===== config.mk =====
export PLATFORM = sky130hd
export DESIGN_NAME = surf_dout_framer
export DESIGN_NICKNAME = d
export VERILOG_FILES = /design/src/rtl/surf_dout_pkg.sv /design/src/rtl/surf_dout_framer.sv
export SDC_FILE = /design/constraint.sdc
export NUM_CORES = 1
export LEC_CHECK = 0
export CAP_MARGIN = 25
export CORE_MARGIN = 2
export CORE_UTILIZATION = 42
export DETAILED_ROUTE_END_ITERATION = 8
export PLACE_DENSITY = 0.75
export SYNTH_ARGS = -nofsm -noshare
export SYNTH_HDL_FRONTEND = slang
export SYNTH_SLANG_ARGS = --single-unit

===== constraint.sdc =====
create_clock -name sysclk_i -period 1.9 [get_ports sysclk_i]
set_input_delay 0.38 -clock sysclk_i [delete_from_list [all_inputs] [get_ports sysclk_i]]
set_output_delay 0.38 -clock sysclk_i [all_outputs]
set_load 0.05 [all_outputs]

===== src/rtl/surf_dout_pkg.sv =====
// Shared DOUT link definitions: framer states, delimiter/idle/error bytes and training word.
// The byte constants are also used by the TURFIO-side deframer and must stay in step with it.
package surf_dout_pkg;

    typedef enum logic [2:0] {
        ST_IDLE,
        ST_TRAIN,
        ST_START,
        ST_DATA,
        ST_DRAIN,
        ST_PAD
    } state_e;

    localparam logic [31:0] DEF_TRAIN_SEQUENCE = 32'hA55A6996;
    localparam logic [7:0]  DEF_IDLE_BYTE      = 8'h00;
    localparam logic [7:0]  DEF_START_BYTE     = 8'hFE;
    localparam logic [7:0]  DEF_ERR_BYTE       = 8'hEE;

    // Byte of the training word sent at a given word phase, MSB byte at phase 0.
    function automatic logic [7:0] train_byte(input logic [31:0] seq, input logic [1:0] ph);
        logic [31:0] sh;
        sh = seq >> {(2'd3 - ph), 3'b000};
        return sh[7:0];
    endfunction

endpackage


===== src/rtl/surf_dout_framer.sv =====
// DOUT framer: training words, idle, or word-aligned START+payload frames; one registered byte per sysclk.
// Payload lands on dout_data_o one cycle after acceptance; tready is high through START/DATA/DRAIN, never stalls.
module surf_dout_framer
    import surf_dout_pkg::*;
#(
    parameter logic [31:0] TRAIN_SEQUENCE = DEF_TRAIN_SEQUENCE,
    parameter logic [7:0]  IDLE_BYTE      = DEF_IDLE_BYTE,
    parameter logic [7:0]  START_BYTE     = DEF_START_BYTE,
    parameter logic [7:0]  ERR_BYTE       = DEF_ERR_BYTE
) (
    input  logic        sysclk_i,
    input  logic        sysclk_rst_i,
    input  logic        sync_i,
    input  logic        train_i,
    input  logic        frame_avail_i,
    input  logic [7:0]  s_dout_tdata,
    input  logic        s_dout_tvalid,
    output logic        s_dout_tready,
    input  logic        s_dout_tlast,
    output logic [7:0]  dout_data_o,
    output logic        training_o,
    output logic        underflow_o,
    input  logic        clr_underflow_i,
    output logic [15:0] frame_count_o
);

    state_e      state_q, state_d;
    logic [1:0]  phase_q, phase_d;
    logic [7:0]  dout_q, dout_d;
    logic        training_q, training_d;
    logic        underflow_q, underflow_d;
    logic [15:0] frame_cnt_q, frame_cnt_d;
    logic        boundary;
    logic        use_data;
    logic        use_err;

    assign s_dout_tready = (state_q == ST_START) || (state_q == ST_DATA) || (state_q == ST_DRAIN);

    // Decisions look one cycle ahead so the chosen byte is on the output exactly at phase 0.
    always_comb begin
        phase_d     = sync_i ? 2'd0 : phase_q + 2'd1;
        boundary    = (phase_d == 2'd0);
        state_d     = state_q;
        frame_cnt_d = frame_cnt_q;
        underflow_d = underflow_q & ~clr_underflow_i;
        use_data    = 1'b0;
        use_err     = 1'b0;

        case (state_q)
            ST_IDLE, ST_PAD: begin
                if (boundary) begin
                    if (train_i)            state_d = ST_TRAIN;
                    else if (frame_avail_i) state_d = ST_START;
                    else                    state_d = ST_IDLE;
                end
            end
            ST_TRAIN: begin
                if (boundary && !train_i) state_d = ST_IDLE;
            end
            ST_START, ST_DATA: begin
                if (s_dout_tvalid) begin
                    use_data = 1'b1;
                    if (s_dout_tlast) begin
                        frame_cnt_d = frame_cnt_q + 16'd1;
                        state_d     = ST_PAD;
                    end else begin
                        state_d = ST_DATA;
                    end
                end else begin
                    use_err     = 1'b1;
                    underflow_d = 1'b1;
                    state_d     = ST_DRAIN;
                end
            end
            ST_DRAIN: begin
                if (s_dout_tvalid && s_dout_tlast) state_d = ST_PAD;
            end
            default: state_d = ST_IDLE;
        endcase

        if (use_data)                   dout_d = s_dout_tdata;
        else if (use_err)               dout_d = ERR_BYTE;
        else if (state_d == ST_TRAIN)   dout_d = train_byte(TRAIN_SEQUENCE, phase_d);
        else if (state_d == ST_START)   dout_d = START_BYTE;
        else                            dout_d = IDLE_BYTE;

        training_d = (state_d == ST_TRAIN);
    end

    always_ff @(posedge sysclk_i) begin
        if (sysclk_rst_i) begin
            state_q     <= ST_IDLE;
            phase_q     <= 2'd0;
            dout_q      <= IDLE_BYTE;
            training_q  <= 1'b0;
            underflow_q <= 1'b0;
            frame_cnt_q <= 16'd0;
        end else begin
            state_q     <= state_d;
            phase_q     <= phase_d;
            dout_q      <= dout_d;
            training_q  <= training_d;
            underflow_q <= underflow_d;
            frame_cnt_q <= frame_cnt_d;
        end
    end

    assign dout_data_o   = dout_q;
    assign training_o    = training_q;
    assign underflow_o   = underflow_q;
    assign frame_count_o = frame_cnt_q;

endmodule

Word level (Yosys, flattened, before mapping). Cells that the tools add are included.

Input port bits: 16. Bits in writable memories: 0. Output and inout bits: 27. Memories kept: 0. Latch bits: 0. Register bits: 31. ROM bits: 0. Word-level logic and storage cells: 48.

Add/subtract/negate cells: 3. Shifts and indexed selects: 1. Multiplexer cells: 19. Multipliers: 0. Equality and inequality tests: 7. Div/mod/pow operators: 0. $lt $le $gt $ge: 0. Reduce and logical (&&, ||, !) cells: 10. Bitwise logic cells: 2.

Operators by type and width (number): $mux 8 (4); $shr 32x5->8 const A (1); $add 16x1->16 const B (1); $mux 3 (5); $pmux 3 s4 (1); $eq 3x2->1 const B (3); $eq 3x1->1 const B (2); $eq 3x3->1 const B (2); $mux 1 (6); $mux 2 (3); $reduce_or 2->1 (2); $logic_not 3->1 (1); $reduce_and 3->1 (1); $add 2x1->2 const B (1); $logic_and 1x1->1 (2); $logic_not 2->1 (1); $logic_or 1x1->1 (2); $sub 2x2->2 const A (1); $and 1x1->1 (1); $logic_not 1->1 (1); $not 1->1 (1).

Logic depth before layout (Yosys ltp). Gate-level depths: netlist of the first run.

Word-level depth: 11. Gate-level depth with buffers: 7.

Worst setup path after synthesis of the first run. No wires, ideal clock.

Path kind: register -> register. From: reg frame_cnt_q[4] (netlist: frame_count_o[4]). To: reg frame_cnt_q[15] (netlist: frame_count_o[15]). Arrival time: 1.887 ns. Setup time: 0.071 ns. Stages on the path, launching flop included: 5. Path slack: -0.058 ns. Cells stage by stage: dfxtp_1 -> nand4_2 -> or2_0 -> or4_1 -> a21oi_1.

Cells in the longest elaborated chain, start to end: 1.

RTL lines: start, declared (RTL line surf_dout_framer.sv:32) `logic [15:0] frame_cnt_q, frame_cnt_d;`; start signal, assigned (RTL line surf_dout_framer.sv:104) `frame_cnt_q <= frame_cnt_d;`; $add 16x1->16 (RTL line surf_dout_framer.sv:64) `frame_cnt_d = frame_cnt_q + 16'd1;`.

No other way between the ends. A chain may end at the register's enable or synchronous reset.

Final worst setup path of the first run.
From: reg dout_q[1] (netlist: dout_data_o[1]). To: out dout_data_o[1].

RTL lines: start, declared (RTL line surf_dout_framer.sv:29) `logic [7:0] dout_q, dout_d;`; start signal, assigned (RTL line surf_dout_framer.sv:101) `dout_q <= dout_d;`; end, declared (RTL line surf_dout_framer.sv:20) `output logic [7:0] dout_data_o,`.

No word-level cell between the ends.

==> results of run 1 <==
## sequential cells by signal, indices dropped and copies added (netlist names)
signal,flops
frame_count_o,16
dout_data_o,8
state_q,3
phase_q,2
training_o,1
underflow_o,1
## power groups by stage
stage | Clock, mW | Combinational, mW | Sequential (mW)
floorplan | 0 | 0.0906 | 0.766
global placement | 0 | 0.277 | 0.701
detailed placement | 0 | 0.284 | 0.703
CTS | 0.375 | 0.315 | 0.690
global route | 0.406 | 0.367 | 0.694
finish | 0.365 | 0.345 | 0.690
## placed cells by master (no fill, tap or decap), types with 2 or more instances in the layout
master / instances
nor3_2: 4
dfxtp_1: 25
a2111oi_4: 2
clkbuf_4: 5
buf_4: 38
nand3_1: 7
o21ai_0: 2
dfxtp_2: 5
clkdlybuf4s50_1: 23
dlymetal6s2s_1: 4
or3_1: 2
xor2_1: 3
nor2_1: 23
xnor2_1: 6
nand2b_1: 3
nand2_1: 8
o31ai_1: 3
or4_1: 3
a21oi_1: 13
nor3_1: 5
inv_1: 6
nor2b_1: 6
clkbuf_1: 2
## worst max-delay path by stage
| stage | from | slack (ns) | endpoint | cells past startpoint |
|---|---|---|---|---|
| after detailed placement | sync_i | -0.51 | dout_data_o[6]$_SDFF_PP0_ | 9 |
| after global routing | phase_q[0]$_SDFF_PP0_ | -0.05 | dout_data_o[5]$_SDFF_PP0_ | 7 |
| after floorplan | frame_count_o[2]$_SDFFE_PP0P_ | 0.02 | frame_count_o[15]$_SDFFE_PP0P_ | 5 |
| after CTS | sync_i | 0.007 | dout_data_o[6]$_SDFF_PP0_ | 9 |
| after global placement | sync_i | -0.39 | dout_data_o[6]$_SDFF_PP0_ | 9 |
| final | dout_data_o[1]$_SDFF_PP0_ | 0.07 | dout_data_o[1] | 1 |
## routing by layer
metal	up-vias	global-route usage (%)	part of all wire (%)
li1	717	-	-
met1	697	23.5	43
met2	36	33.6	48
met3	14	4.50	4.7
met4	0	10.0	3.5
met5	-	0	0
## worst min-delay path, delay by kind of cell
kind,cells,cell delay (ns)
AND/OR/NAND/NOR,2,0.19
buffers and inverters,1,0.12
## timing repair
action                                  CTS  global route
gates resized for setup                  13            18
pin swaps                                 8             7
setup buffers                             4             3
endpoints found under the setup margin    6            12
cloned                                    0             0
## kinds of logic after synthesis
kind of cell / synth area share (%)
buffers and inverters: 4.54
adders and majority gates: 1.74
AOI/OAI and AO/OA: 12.9
DFF: 43.3
xor gates and xnor gates: 6.11
and+or+nand+nor: 29.9
muxes: 1.48
## layout make-up
| type | count | share of cell area (%) |
|---|---|---|
| sequential | 31 | 28.2 |
| clock inverter | 1 | 0.224 |
| tap | 46 | 2.57 |
| timing repair buffer | 67 | 26.7 |
| multi-input combinational | 120 | 39.1 |
| clock buffer | 7 | 2.01 |
| inverter | 7 | 1.17 |
==> impl_metrics.toml, run 1 <==
[status]
status = "complete, no violations"

[route]
post_drt_wl_per_cell_um = 13.3
drc_errors = 0
ant_nets = 0
drt-total-wl_um = 3710
dr.pass1.iters = 4
drt_first_iter_violations = 70
viasPerCell = 5.25
vias = 1464

[global_route]
grt_max_degree = 21
grt_pass1_vias = 1428
antenna_found_initial = 0
grt_pass1_wl_um = 6230
grt.overflow.total = 0
track_usage_pct = 19.8

[worst_hold_path]
hp-start = "sync_i"
hold_path.class = "in2reg"
hold_depth = 3
worstHoldEndpoint = "phase_q[1]$_SDFF_PP0_"

[clock_tree]
cts_buffer_depth = 2
htreeDepth = 2
postCtsHoldBufs = 0
cts_buffers = 5
insertion_delay_ns = 0.32
cts.reportedPaths.clkPinSlew_ns = 0.09
clock-sinks = 31
cts_root_buf = "clkbuf_4"
cts_tree = "built"

[critical_path]
crit_arrival_ns = 1.45
critPathKind = "reg2out"
end_kind = "output pin"
cp_slowest_cell = "clkdlybuf4s50_1"
cp-start-kind = "flip-flop"
reg2reg_slack_ns = 0.09
critPathMaxFanout = 1
worstRegToRegCells = 9
cpPeakStageDelay_ns = 0.80
r2r_end = "dout_data_o[5]$_SDFF_PP0_"
r2r_start = "phase_q[0]$_SDFF_PP0_"
required_ns = 1.52
path_cells = "clkdlybuf4s50_1"
cp_num_buf_inv = 1
critPathTopFamily = "buffers and inverters"

[logic_synthesis]
synthTopCellsByCount = "31 x dfxtp_1, 24 x nor2_1, 13 x a21oi_1, 9 x nor3_1, 8 x nand2_1"
netlist_area_um2 = 1430
synth_top_area_share_pct = 43.3
synth_top_cell_by_area = "dfxtp_1"
ys_types = 43
ys_ff_latch = 31
async_flop_share_pct = 0
synth_edf_count = 0
synth_most_common_cell = "dfxtp_1"
synth.avg_cell_area_um2 = 8.59
synthFlopType = "dfxtp_1"
ys_warn_count = 0
netlist_top_cells_area = "dfxtp_1 43%, nor2_1 6.3%, a21oi_1 4.5%, xnor2_1 3.7%, nor3_1 3.1%"
synth_nets = 185
syn_inst = 167
seq_area_frac_synth_pct = 43.3

[cells_and_area]
ff_latch_area_um2 = 631
stdcell_count = 279
antenna_cells = 0
drive_above_1_share_pct = 30.9
fill_cells = 281
fin_util_pct = 67.6
syn_to_final_growth_pct = 56.0
multi_input_area_um2 = 876
fin_nets = 250
finalInstanceArea_um2 = 2240

[power]
peakVddDrop_uv = 465
p_total_mw = 1.40
cellLeakagePower_nw = 0.942
p_seq_share_pct = 49.3
power.density_nw_per_um2 = 626
p_clk_share_pct = 26.1
p_int_mw = 0.984
switching_share_pct = 29.7
switchingPower_mw = 0.416
p_comb_share_pct = 24.7

[sta]
finalSetupViolCount = 0
finalCritPeriodShare_pct = 96.6
max-slew-margin-rel_pct = 66.5
fmax_ghz = 0.545
hold_ws_ns = 0.392
drv_slew = 0
max_slew.worst_pin.slew_ns = 0.501
setup_tns_ns = 0
hold_viol = 0
min_period_ns = 1.83
final.setup.worst_slack_ns = 0.0655
clock-skew-final_ns = 0.00390

[placed_design]
place.gp.congestion = 0.843
io_buffers = 42
dpl_cell_area_um2 = 2000
dp_hpwl_um = 2570
place_inst = 266
pre_cts_ws_ns = -0.507

[floorplanning]
initial_utilization_pct = 43.3
core_area_um2 = 3310
fp.dieArea_um2 = 3900
row_count = 21
die_w_um = 62.4
ios = 43
die_h_um = 62.4

[run]
maxCapViolCount = 0
No activity file was read; power rests on OpenSTA's default activity.
==> run 2, diff against run 1 <==
CORE_UTILIZATION = 45   (was 42)
PLACE_DENSITY = 0.77   (was 0.75)
clock period = 2.18 ns   (was 1.9 ns; I/O delays follow)
==> run 2 against run 1 <==
  * Flip-flop and latch count unchanged
  * Worst hold slack gained 0.087 ns
  * Routed wire length fell by 8.6%
  * Largest cell class unchanged
  * Largest power group unchanged
  * Highest routed layer unchanged
==> impl_metrics.toml, run 2 (synthesized netlist as in run 1, its figures left out) <==
[cells_and_area]
largest_reg_flops = 16
multi_input_area_um2 = 762
stdcell_count = 266
fin_nets = 239
mostFrequentLayoutCell = "clkdlybuf4s50_1"
ff_latch_area_um2 = 621
final_cell_mix = "41 x clkdlybuf4s50_1, 31 x dfxtp_1, 24 x nor2_1"
syn_to_final_growth_pct = 42.9
fin_util_pct = 67.1
finalInstanceArea_um2 = 2050
fill_cells = 281
drive_above_1_share_pct = 12.6
antenna_cells = 0

[critical_path]
reg2reg_slack_ns = 0.20
required_ns = 1.74
path_depth = 1
path_cells = "clkdlybuf4s50_1"
end_kind = "output pin"
worstRegToRegCells = 7
critPathMaxFanout = 6
crit_arrival_ns = 1.66
critPathKind = "reg2out"
cpPeakStageDelay_ns = 0.85
cp-start-kind = "flip-flop"
cp_slowest_cell = "clkdlybuf4s50_1"
critPathTopFamily = "buffers and inverters"
cp_num_buf_inv = 1

[sta]
min_period_ns = 2.10
hold_ws_ns = 0.479
max-slew-margin-rel_pct = 65.9
final.setup.worst_slack_ns = 0.0798
hold_viol = 0
finalCritPeriodShare_pct = 96.3
setup_tns_ns = 0
finalSetupViolCount = 0
drv_slew = 0
rsz0062_at_grt = "yes"
fmax_ghz = 0.476
clock-skew-final_ns = 0.00517
max_slew.worst_pin.slew_ns = 0.510

[floorplanning]
ios = 43
initial_utilization_pct = 47.0
row_count = 20
die_w_um = 60.5
die_h_um = 60.5
core_area_um2 = 3050
fp.dieArea_um2 = 3650

[placed_design]
place.gp.congestion = 0.868
place_inst = 258
io_buffers = 42
pre_cts_ws_ns = -0.332
dpl_cell_area_um2 = 1990
dp_hpwl_um = 2540

[power]
power.density_nw_per_um2 = 570
switching_share_pct = 29.5
p_int_mw = 0.824
switchingPower_mw = 0.345
peakVddDrop_uv = 486
cellLeakagePower_nw = 0.762
p_comb_share_pct = 20.8
p_clk_share_pct = 27.6
p_total_mw = 1.17
p_seq_share_pct = 51.6

[global_route]
grt_pass1_wl_um = 5710
grt_pass1_vias = 1355
grt.overflow.total = 0
antenna_found_initial = 0
track_usage_pct = 20.9
grt_max_degree = 17

[clock_tree]
htreeDepth = 2
cts_root_buf = "clkbuf_4"
cts.reportedPaths.clkPinSlew_ns = 0.10
insertion_delay_ns = 0.33
cts_buffer_depth = 2
clock-sinks = 31
postCtsHoldBufs = 0
cts_tree = "built"
cts_buffers = 5

[status]
status = "complete, no violations"

[route]
dr.pass1.iters = 4
drc_errors = 0
viasPerCell = 5.24
drt-total-wl_um = 3390
post_drt_wl_per_cell_um = 12.7
vias = 1393
ant_nets = 0
drt_first_iter_violations = 65

[worst_hold_path]
hold_depth = 2
hold_path.class = "reg2reg"

[run]
maxCapViolCount = 0
==> run 2: what timing repair did <==
action / CTS / global route
endpoints found under the setup margin: 0 / 7
buffers inserted: 0 / 0
resized for setup: 0 / 4
hold endpoints to repair: 0 / 0
==> run 2: power groups by stage <==
stage / Sequential (mW) / Clock, mW / Combinational, mW
2_1_floorplan: 0.667 / 0 / 0.0789
3_3_place_gp: 0.615 / 0 / 0.233
3_5_place_dp: 0.616 / 0 / 0.238
4_1_cts: 0.603 / 0.333 / 0.239
5_1_grt: 0.607 / 0.351 / 0.261
6_report: 0.603 / 0.322 / 0.243
==> run 2: layout make-up <==
type | count | share of cell area, %
Multi-Input combinational cell | 120 | 37.2
Clock inverter | 1 | 0.244
Sequential cell | 31 | 30.3
Clock buffer | 7 | 2.20
Tap cell | 44 | 2.69
Timing Repair Buffer | 56 | 26.1
Inverter | 7 | 1.28
==> run 2: metal layers <==
metal | vias to the layer above | GRT usage [%] | part of all wire (%)
li1 | 689 | - | -
met1 | 647 | 22.8 | 41
met2 | 49 | 37.1 | 51
met3 | 8 | 7.25 | 5.8
met4 | 0 | 8.70 | 1.8
met5 | - | 0 | 0
==> run 2: worst paths after layout <==
path                                                  endpoint                            from
worst max-delay path                          frame_count_o[3]   frame_count_o[3]$_SDFFE_PP0P_
worst min-delay path            frame_count_o[15]$_SDFFE_PP0P_  frame_count_o[15]$_SDFFE_PP0P_
worst max register to register       dout_data_o[2]$_SDFF_PP0_           phase_q[0]$_SDFF_PP0_
worst min register to register  frame_count_o[15]$_SDFFE_PP0P_  frame_count_o[15]$_SDFFE_PP0P_
==> run 3, diff against run 2 <==
GPL_TIMING_DRIVEN = 0   (was not set)
PLACE_DENSITY = 0.85   (was 0.77)
==> run 3 against run 2 <==
  * Register-to-register slack better by 0.03 ns
  * Non-clock buffer count down 6
  * Flip-flop and latch count unchanged
  * Fmax up 1.2%
  * Worst setup slack better by 0.025 ns
  * Via count down 3.4%
  * Clock skew up 0.012 ns
  * Die area unchanged
  * Power up 3.8%
  * Sequential power down 1%
  * Combinational power down 4%
  * Global-route usage down 1.5 points
==> impl_metrics.toml, run 3 (synthesized netlist as in run 1, its figures left out) <==
[status]
status = "complete, no violations"

[power]
p_seq_share_pct = 49.0
power.density_nw_per_um2 = 607
switchingPower_mw = 0.342
cellLeakagePower_nw = 0.724
peakVddDrop_uv = 268
p_comb_share_pct = 19.2
p_clk_share_pct = 31.8
p_total_mw = 1.21
switching_share_pct = 28.2
p_int_mw = 0.871

[floorplanning]
die_h_um = 60.5
fp.dieArea_um2 = 3650
row_count = 20
die_w_um = 60.5
core_area_um2 = 3050
initial_utilization_pct = 47.0
ios = 43

[sta]
max_slew.worst_pin.slew_ns = 0.536
hold_viol = 0
drv_slew = 0
finalSetupViolCount = 0
fmax_ghz = 0.482
min_period_ns = 2.08
setup_tns_ns = 0
final.setup.worst_slack_ns = 0.105
max-slew-margin-rel_pct = 64.0
clock-skew-final_ns = 0.0170
finalCritPeriodShare_pct = 95.2

[worst_hold_path]
hold_path.class = "in2reg"
hp-start = "s_dout_tvalid"
hold_depth = 3

[critical_path]
path_cells = "clkdlybuf4s50_1 -> nor2_1 -> inv_1 -> ha_2 -> mux2i_1 -> o31ai_2 -> a2111oi_2 -> nor3_1"
path_depth = 8
cpPeakStageDelay_ns = 0.50
crit_arrival_ns = 2.28
cp-start-kind = "input port"
critPathKind = "in2reg"
critPathTopFamily = "compound AO/OA/AOI/OAI gates"
end_kind = "flip-flop"
critPathMaxFanout = 6
cp_num_buf_inv = 2
r2r_start = "phase_q[0]$_SDFF_PP0_"
crit_start = "sync_i"
worstRegToRegCells = 7
cp_slowest_cell = "a2111oi_2"
reg2reg_slack_ns = 0.23
required_ns = 2.38

[global_route]
grt_pass1_vias = 1177
antenna_found_initial = 0
grt_pass1_wl_um = 5250
grt_max_degree = 11
track_usage_pct = 19.4
grt.overflow.total = 0

[route]
drt_first_iter_violations = 56
ant_nets = 0
dr.pass1.iters = 4
drc_errors = 0
post_drt_wl_per_cell_um = 12.6
drt-total-wl_um = 3290
viasPerCell = 5.17
vias = 1345

[clock_tree]
cts_buffers = 5
htreeDepth = 2
cts_root_buf = "clkbuf_4"
clock-sinks = 31
cts_buffer_depth = 2
insertion_delay_ns = 0.34
cts_tree = "built"
cts.reportedPaths.clkPinSlew_ns = 0.08

[placed_design]
place.gp.congestion = 0.802
io_buffers = 41
dp_hpwl_um = 2260
pre_cts_ws_ns = -0.450

[cells_and_area]
fill_cells = 253
drive_above_1_share_pct = 10.6
mostFrequentLayoutCell = "clkdlybuf4s50_1"
fin_nets = 233
largest_reg_flops = 16
antenna_cells = 0
syn_to_final_growth_pct = 39.4
final_cell_mix = "40 x clkdlybuf4s50_1, 30 x dfxtp_1, 24 x nor2_1"

[run]
maxCapViolCount = 0
-- run 3: worst paths after layout --
path                                    endpoint
setup / recovery       dout_data_o[3]$_SDFF_PP0_
hold / removal         dout_data_o[0]$_SDFF_PP0_
setup reg to reg       dout_data_o[3]$_SDFF_PP0_
hold reg to reg   frame_count_o[15]$_SDFFE_PP0P_
-- run 3: through the flow --
stage               std cells  util [%]  instance area, um^2  hold slack, ns
global route              260      65.5                 2000           0.431
finish                    260      65.5                 2000           0.442
detailed placement        252      62.2                 1900           0.480
CTS                       260      64.5                 1970           0.431
floorplan                 167         -                 1430           0.519
global placement          252      62.2                 1900           0.464
-- run 3: metal layers --
metal / vias to the layer above / track usage (%) / wire length, um
li1: 682 / - / -
met1: 615 / 24.2 / 1530
met2: 42 / 30.3 / 1530
met3: 6 / 6.40 / 166
met4: 0 / 9.32 / 60
met5: - / 0 / 0
-- run 3: repair_timing --
action                                  CTS  global route
hold buffers                              0             0
endpoints found under the setup margin    5             9
pin swaps                                 0             1
resized for setup                        10             9
setup buffers                             0             0
-- run 3: layout make-up --
cell class                      instances  area [um^2]  area share (%)
Buffer                                  9         43.8            2.19
Clock buffer                            8         68.8            3.44
Inverter                                7         26.3            1.31
Multi-Input combinational cell        120          774            38.8
Sequential cell                        31          622            31.1
Tap cell                               44         55.1            2.76
Timing Repair Buffer                   41          408            20.4
-- run 3: power groups by stage --
| stage | sequential (mW) | combinational (mW) | clock, mW |
|---|---|---|---|
| after floorplan | 0.667 | 0.0789 | 0 |
| after global placement | 0.607 | 0.217 | 0 |
| after detailed placement | 0.608 | 0.219 | 0 |
| after CTS | 0.595 | 0.222 | 0.394 |
| after global routing | 0.597 | 0.249 | 0.421 |
| final | 0.595 | 0.233 | 0.386 |
-- run 3: worst reg2reg max path, delay by kind of cell, from the launching register on --
family                   cells  cell delay (ns)
multiplexers                 1             0.23
flip-flops                   1             0.33
adder cells (fa/ha/maj)      1             0.26
AO/OA/AOI/OAI                2             0.63
AND/OR/NAND/NOR              2             0.20
XOR/XNOR                     1             0.16
